### src/rtl/iic_pkg.sv
// Shared I2C definitions: the target state encoding, the default target address
// and the byte width. iic_master-side code and benches import the same package.
package iic_pkg;

    localparam int         DATA_W           = 8;
    localparam logic [6:0] IIC_DEFAULT_ADDR = 7'h50;

    typedef enum logic [2:0] {
        IDLE      = 3'd0,
        ADDR      = 3'd1,
        ADDR_ACK  = 3'd2,
        WRITE     = 3'd3,
        WR_ACK    = 3'd4,
        READ      = 3'd5,
        RD_ACK    = 3'd6,
        WAIT_STOP = 3'd7
    } iic_state_t;

endpackage

### src/rtl/iic_sync_edge.sv
// Two-flop synchronizer plus a history flop for one raw bus line, with
// single-clk rise/fall strobes derived from the synchronized value.
// Ports:
//   clk  - system clock
//   rst  - asynchronous active-high reset; all flops reset to 1 (idle bus)
//   d    - raw pad input, asynchronous to clk
//   q    - synchronized level
//   rise - one-clk strobe on a 0->1 transition of q
//   fall - one-clk strobe on a 1->0 transition of q
module iic_sync_edge (
    input  logic clk,
    input  logic rst,
    input  logic d,
    output logic q,
    output logic rise,
    output logic fall
);

    logic s_p0, s_p1, s_p2;

    always_ff @(posedge clk or posedge rst) begin
        if (rst) begin
            s_p0 <= 1'b1;
            s_p1 <= 1'b1;
            s_p2 <= 1'b1;
        end else begin
            s_p0 <= d;
            s_p1 <= s_p0;
            s_p2 <= s_p1;
        end
    end

    // s_p1 is the synchronized value, s_p2 its one-clk history.
    assign q    = s_p1;
    assign rise = s_p1 & ~s_p2;
    assign fall = ~s_p1 & s_p2;

endmodule

### src/rtl/iic_slave.sv
// I2C target (slave) for 7-bit addressing. Oversamples SCL/SDA with clk,
// samples data on SCL rise, changes SDA only on SCL fall, never stretches SCL
// and only ever pulls SDA low.
// Ports:
//   clk, rst   - system clock, asynchronous active-high reset
//   scl_in     - raw SCL from the pad
//   sda_in     - raw SDA from the pad
//   sda_oe     - 1 pulls SDA low, 0 releases it
//   rx_data    - last byte written by the master
//   rx_valid   - one-clk pulse when rx_data updates
//   tx_data    - byte returned on a master read
//   tx_req     - one-clk pulse asking for the next tx_data
//   busy       - high from address match until STOP or NACK
//   rw         - direction from the address byte, 1 = master read
module iic_slave
    import iic_pkg::*;
#(
    parameter logic [6:0] SLAVE_ADDR = IIC_DEFAULT_ADDR
) (
    input  logic              clk,
    input  logic              rst,
    input  logic              scl_in,
    input  logic              sda_in,
    output logic              sda_oe,
    output logic [DATA_W-1:0] rx_data,
    output logic              rx_valid,
    input  logic [DATA_W-1:0] tx_data,
    output logic              tx_req,
    output logic              busy,
    output logic              rw
);

    logic scl_s, scl_rise, scl_fall;
    logic sda_s, sda_rise, sda_fall;

    iic_sync_edge u_scl_sync (
        .clk  (clk),
        .rst  (rst),
        .d    (scl_in),
        .q    (scl_s),
        .rise (scl_rise),
        .fall (scl_fall)
    );

    iic_sync_edge u_sda_sync (
        .clk  (clk),
        .rst  (rst),
        .d    (sda_in),
        .q    (sda_s),
        .rise (sda_rise),
        .fall (sda_fall)
    );

    // ---- bus condition decode (synchronized domain) ----
    // Both lines go through identical synchronizers, so their relative order
    // is preserved and an SDA edge seen while scl_s is high is START/STOP.
    logic start_det, stop_det;
    assign start_det = sda_fall & scl_s;
    assign stop_det  = sda_rise & scl_s;

    iic_state_t        state, state_nxt;
    logic [2:0]        bit_cnt, bit_cnt_nxt;
    logic [DATA_W-1:0] shift, shift_nxt;
    logic [DATA_W-1:0] shift_in;
    logic              ack_phase, ack_phase_nxt;
    logic              sda_oe_nxt, rx_valid_nxt, tx_req_nxt, busy_nxt, rw_nxt;
    logic [DATA_W-1:0] rx_data_nxt;

    assign shift_in = {shift[DATA_W-2:0], sda_s};

    // ---- control registers ----
    always_ff @(posedge clk or posedge rst) begin
        if (rst) begin
            state     <= IDLE;
            bit_cnt   <= 3'd7;
            ack_phase <= 1'b0;
            sda_oe    <= 1'b0;
            rx_data   <= '0;
            rx_valid  <= 1'b0;
            tx_req    <= 1'b0;
            busy      <= 1'b0;
            rw        <= 1'b0;
        end else begin
            state     <= state_nxt;
            bit_cnt   <= bit_cnt_nxt;
            ack_phase <= ack_phase_nxt;
            sda_oe    <= sda_oe_nxt;
            rx_data   <= rx_data_nxt;
            rx_valid  <= rx_valid_nxt;
            tx_req    <= tx_req_nxt;
            busy      <= busy_nxt;
            rw        <= rw_nxt;
        end
    end

    // ---- data shift register (no reset; always loaded before use) ----
    always_ff @(posedge clk) begin
        shift <= shift_nxt;
    end

    // ---- next-state / output decode ----
    always_comb begin
        state_nxt     = state;
        bit_cnt_nxt   = bit_cnt;
        shift_nxt     = shift;
        ack_phase_nxt = ack_phase;
        sda_oe_nxt    = sda_oe;
        rx_data_nxt   = rx_data;
        rx_valid_nxt  = 1'b0;
        tx_req_nxt    = 1'b0;
        busy_nxt      = busy;
        rw_nxt        = rw;

        if (start_det) begin
            state_nxt     = ADDR;
            bit_cnt_nxt   = 3'd7;
            sda_oe_nxt    = 1'b0;
            busy_nxt      = 1'b0;
            ack_phase_nxt = 1'b0;
        end else if (stop_det) begin
            state_nxt     = IDLE;
            bit_cnt_nxt   = 3'd7;
            sda_oe_nxt    = 1'b0;
            busy_nxt      = 1'b0;
            ack_phase_nxt = 1'b0;
        end else begin
            case (state)
                IDLE, WAIT_STOP: begin
                end

                ADDR: begin
                    if (scl_rise) begin
                        shift_nxt = shift_in;
                        if (bit_cnt == 3'd0) begin
                            bit_cnt_nxt = 3'd7;
                            if (shift_in[7:1] == SLAVE_ADDR) begin
                                rw_nxt        = shift_in[0];
                                busy_nxt      = 1'b1;
                                tx_req_nxt    = shift_in[0];
                                ack_phase_nxt = 1'b0;
                                state_nxt     = ADDR_ACK;
                            end else begin
                                state_nxt = WAIT_STOP;
                            end
                        end else begin
                            bit_cnt_nxt = bit_cnt - 3'd1;
                        end
                    end
                end

                // First SCL fall starts the ACK pulse, the second one ends it.
                ADDR_ACK, WR_ACK: begin
                    if (scl_fall) begin
                        if (!ack_phase) begin
                            sda_oe_nxt    = 1'b1;
                            ack_phase_nxt = 1'b1;
                        end else begin
                            ack_phase_nxt = 1'b0;
                            bit_cnt_nxt   = 3'd7;
                            if (state == ADDR_ACK && rw) begin
                                shift_nxt  = tx_data;
                                sda_oe_nxt = ~tx_data[7];
                                state_nxt  = READ;
                            end else begin
                                sda_oe_nxt = 1'b0;
                                state_nxt  = WRITE;
                            end
                        end
                    end
                end

                WRITE: begin
                    if (scl_rise) begin
                        shift_nxt = shift_in;
                        if (bit_cnt == 3'd0) begin
                            rx_data_nxt   = shift_in;
                            rx_valid_nxt  = 1'b1;
                            bit_cnt_nxt   = 3'd7;
                            ack_phase_nxt = 1'b0;
                            state_nxt     = WR_ACK;
                        end else begin
                            bit_cnt_nxt = bit_cnt - 3'd1;
                        end
                    end
                end

                // shift[7] is the bit currently on the bus.
                READ: begin
                    if (scl_fall) begin
                        if (bit_cnt == 3'd0) begin
                            sda_oe_nxt  = 1'b0;
                            bit_cnt_nxt = 3'd7;
                            state_nxt   = RD_ACK;
                        end else begin
                            shift_nxt   = {shift[DATA_W-2:0], 1'b0};
                            sda_oe_nxt  = ~shift[6];
                            bit_cnt_nxt = bit_cnt - 3'd1;
                        end
                    end
                end

                // Entered on a fall, so the next fall always follows an ACK rise.
                RD_ACK: begin
                    if (scl_rise) begin
                        if (!sda_s) begin
                            tx_req_nxt = 1'b1;
                        end else begin
                            busy_nxt  = 1'b0;
                            state_nxt = WAIT_STOP;
                        end
                    end else if (scl_fall) begin
                        shift_nxt   = tx_data;
                        sda_oe_nxt  = ~tx_data[7];
                        bit_cnt_nxt = 3'd7;
                        state_nxt   = READ;
                    end
                end

                default: state_nxt = IDLE;
            endcase
        end
    end

endmodule
### config.mk
export PLATFORM = sky130hd
export DESIGN_NAME = iic_slave
export DESIGN_NICKNAME = d
export VERILOG_FILES = /design/src/rtl/iic_pkg.sv /design/src/rtl/iic_sync_edge.sv /design/src/rtl/iic_slave.sv
export SDC_FILE = /design/constraint.sdc
export NUM_CORES = 1
export LEC_CHECK = 0
export BUFFER_PORTS_ARGS = -buffer_cell sky130_fd_sc_hd__buf_2
export CORE_MARGIN = 3
export CORE_UTILIZATION = 55
export CTS_CLUSTER_SIZE = 28
export DETAILED_ROUTE_END_ITERATION = 16
export PLACE_DENSITY = 0.82
export SLEW_MARGIN = 20
export SYNTH_ARGS = -nofsm -noshare
export SYNTH_HDL_FRONTEND = slang
export SYNTH_HIERARCHICAL = 1
export SYNTH_SLANG_ARGS = --single-unit
### constraint.sdc
create_clock -name clk -period 3.16 [get_ports clk]
set_clock_uncertainty 0.15 [all_clocks]
set_input_delay 0 -clock clk [delete_from_list [all_inputs] [get_ports clk]]
set_output_delay 0 -clock clk [all_outputs]
set_load 0.01 [all_outputs]
==> out/metrics.cfg <==
[worst_setup_path]
slowest_delay_ns = 0.62
worst_ep_arrival_time_ns = 2.46
path_class = reg2reg
cp_slowest_cell = dfstp_2
path_depth = 5
cp-start-kind = flip-flop
path_buf_inv = 0
critPathRequiredTime_ns = 3.01
r2r_cells = 5
critPathTopFamily = compound AO/OA/AOI/OAI gates
cp-end-kind = flip-flop
cp_max_fo = 9
cp_cell_sequence = and2b_2, o21a_1, a211oi_1, o21ai_0, a21oi_1

[global_route]
grt_first_pass_wirelength_um = 7380
grt_pass1_vias = 1568
grt_max_degree = 25
antenna_found_initial = 0
grt-ovfl-total = 0
grt.total_usage_pct = 24.2

[clock_network]
clk_path_buf_depth = 2
clock_latency_ns = 0.35
h-tree-depth = 2
cts_buffers = 5
clock_sinks = 33
path_clk_slew_ns = 0.10
cts_tree = built
cts_resized = 0
cts_root_buf = clkbuf_4

[sta]
slew_viol_final = 0
finalSetupViolCount = 0
post-route-period-util_pct = 82.5
tightestPinTransition_ns = 0.806
hold_slack_ns = 0.0849
post-route-min-period_ns = 2.61
max_slew_margin_pct = 46.2
finalHoldViolations = 0
tns_ns = 0
rsz0062_at_grt = no
max_freq_ghz = 0.384

[finish]
ff_latch_area_um2 = 872
drive_gt1_share_pct = 32.1
areaGrowthSynthToFinish_pct = 19.9
antenna_cells = 0
multi_input_area_um2 = 860
nFillCells = 252
num-nets-final = 228

[floorplan]
chipHeight_um = 63.6
rows = 20
io_pins = 25
fp.coreArea_um2 = 3100
die_w_um = 63.6
dieArea_um2 = 4040
initial_core_util_pct = 58.8

[power]
ir_drop_uv = 399
p_per_area_nw_per_um2 = 796
p_leak_nw = 0.995

[yosys]
netlist_instances = 180
synth_cell_types = 47
async_flop_share_pct = 78.8
yosysSeqAreaShare_pct = 47.8
syn_area_um2 = 1820
syn_area_per_cell_um2 = 10.1
synthFlopType = dfrtp_1
yosys_warnings = 6
synth_edf_count = 7
syn_nets = 194
ys_ff_latch = 33

[placed_design]
port-buffer-count = 24
routabilityCongestion = 0.888
hpwl_um = 2970

[drt]
routedWlPerCell_um = 17.0
firstDrtPassIters = 4
ant_nets = 0
via_count = 1547
viasPerCell = 5.97
drt-initial-drc-count = 107
drt_drc_violations_left = 0
routed_wl_um = 4410

[job]
cap_violations = 0

[worst_hold_path]
hold_path_class = in2async

[outcome]
status = finished clean

-- flip-flops by register name, summed over array words and instances (netlist names) --
name / cells
tx_req: 1
shift: 7
rx_valid: 1
rw: 1
u_scl_sync/q: 1
u_sda_sync/s_p2: 1
u_scl_sync/s_p0: 1
bit_cnt: 3
busy: 1
u_sda_sync/q: 1
state: 3
sda_oe: 1
u_scl_sync/s_p2: 1
rx_data: 8
ack_phase: 1
u_sda_sync/s_p0: 1
-- per-stage QoR --
| step | power, mW | setup slack [ns] | area [um^2] | std cells | util, % |
|---|---|---|---|---|---|
| 3_5_place_dp | 1.33 | 0.609 | 1970 | 240 | 63.6 |
| 5_1_grt | 1.85 | 0.437 | 2190 | 259 | 70.5 |
| 3_3_place_gp | 1.30 | 0.734 | 1970 | 240 | 63.6 |
| 6_report | 1.74 | 0.553 | 2190 | 259 | 70.5 |
| 2_1_floorplan | 1.18 | 0.856 | 1820 | 180 | - |
| 4_1_cts | 1.74 | 0.585 | 2190 | 259 | 70.5 |
-- synth_stat cells (all sizes together) (2+ instances only) --
library cell  count  area share, %
a211oi            3            1.2
a21oi            15            4.1
a31oi             3            1.0
and2b             2           0.96
and3b             2            1.0
buf               5            1.4
clkbuf            6            1.2
dfrtp            17             23
dfstp             9             13
edfxtp            7             12
ha                2            1.4
inv              12            2.5
mux2             14            8.8
nand2            13            2.7
nand2b            8            2.7
nand3             3            1.1
nor2              8            1.6
nor2b             6            2.1
nor3              4            1.7
o21a              3            1.2
o21ai            14            4.0
o22ai             2           0.69
o32a              2            1.1
o32ai             2           0.96
-- tightest hold or removal path, stage by stage --
cell	delay, ns
dlygate4sd3_1	0.52
buf_2	0.13
inv_1	0.09
-- layout make-up --
cell class | instances | area share (%)
flip-flops and latches | 33 | 39.9
multi-input cells | 124 | 39.3
repair buffers | 38 | 11.6
clock inverters | 3 | 2.97
well taps | 44 | 2.52
inverters | 12 | 2.06
clock buffers | 5 | 1.72
-- layout by cell type (no fill, tap or decap), types with 2 or more instances in the layout --
cell type,Yosys,final
edfxtp_1,7,7
nand3_1,2,2
dlygate4sd3_1,0,11
nor2b_1,6,6
buf_2,5,24
clkbuf_4,0,5
nor2_1,8,8
and2b_2,2,2
a21oi_1,15,15
o22ai_1,2,2
nand2_1,13,13
a211oi_1,3,3
a31oi_1,3,3
nand2b_1,8,8
dfstp_2,9,9
o32a_1,2,2
o21a_1,3,3
bufinv_16,0,2
buf_4,0,3
inv_1,12,12
o21ai_0,13,13
mux2_2,13,13
nor3_1,3,3
dfrtp_1,17,17
ha_1,2,2
o32ai_1,2,2
-- worst paths after layout --
check                                 from               to  slack (ns)
setup reg to reg              u_sda_sync/q         shift[2]        0.55
setup / recovery              u_sda_sync/q         shift[2]        0.55
hold / removal                         rst  u_sda_sync/s_p0        0.08
max in group asynchronous              rst       rx_data[5]        2.16
hold reg to reg            u_sda_sync/s_p0     u_sda_sync/q        0.22
min in group clk                    sda_in  u_sda_sync/s_p0        0.14
-- timing repair --
item | 4_1_cts | 5_1_grt
hold buffers | 11 | 0
setup buffers | 0 | 0
hold endpoints to repair | 33 | 0
-- where the power goes --
group / internal (mW) / total, mW / switching, mW / leakage (nW)
Combinational: 0.280 / 0.624 / 0.344 / 0.551
Clock: 0.245 / 0.397 / 0.152 / 0.0552
Sequential: 0.572 / 0.721 / 0.149 / 0.389
-- cells by family after synthesis --
logic type      synth area share, %
compound gates                 19.8
buf+inv                        5.07
xor+xnor                      0.480
simple gates                   16.1
mux                            9.40
flops                          47.8
fa+ha+maj                      1.37
-- metal layers --
metal  wire length, um  global-route usage, %
met3               241                   6.06
met1              1830                   29.4
met2              2220                   40.0
met5                 0                      0
met4               115                   11.3
No activity file was read; power rests on OpenSTA's default activity.
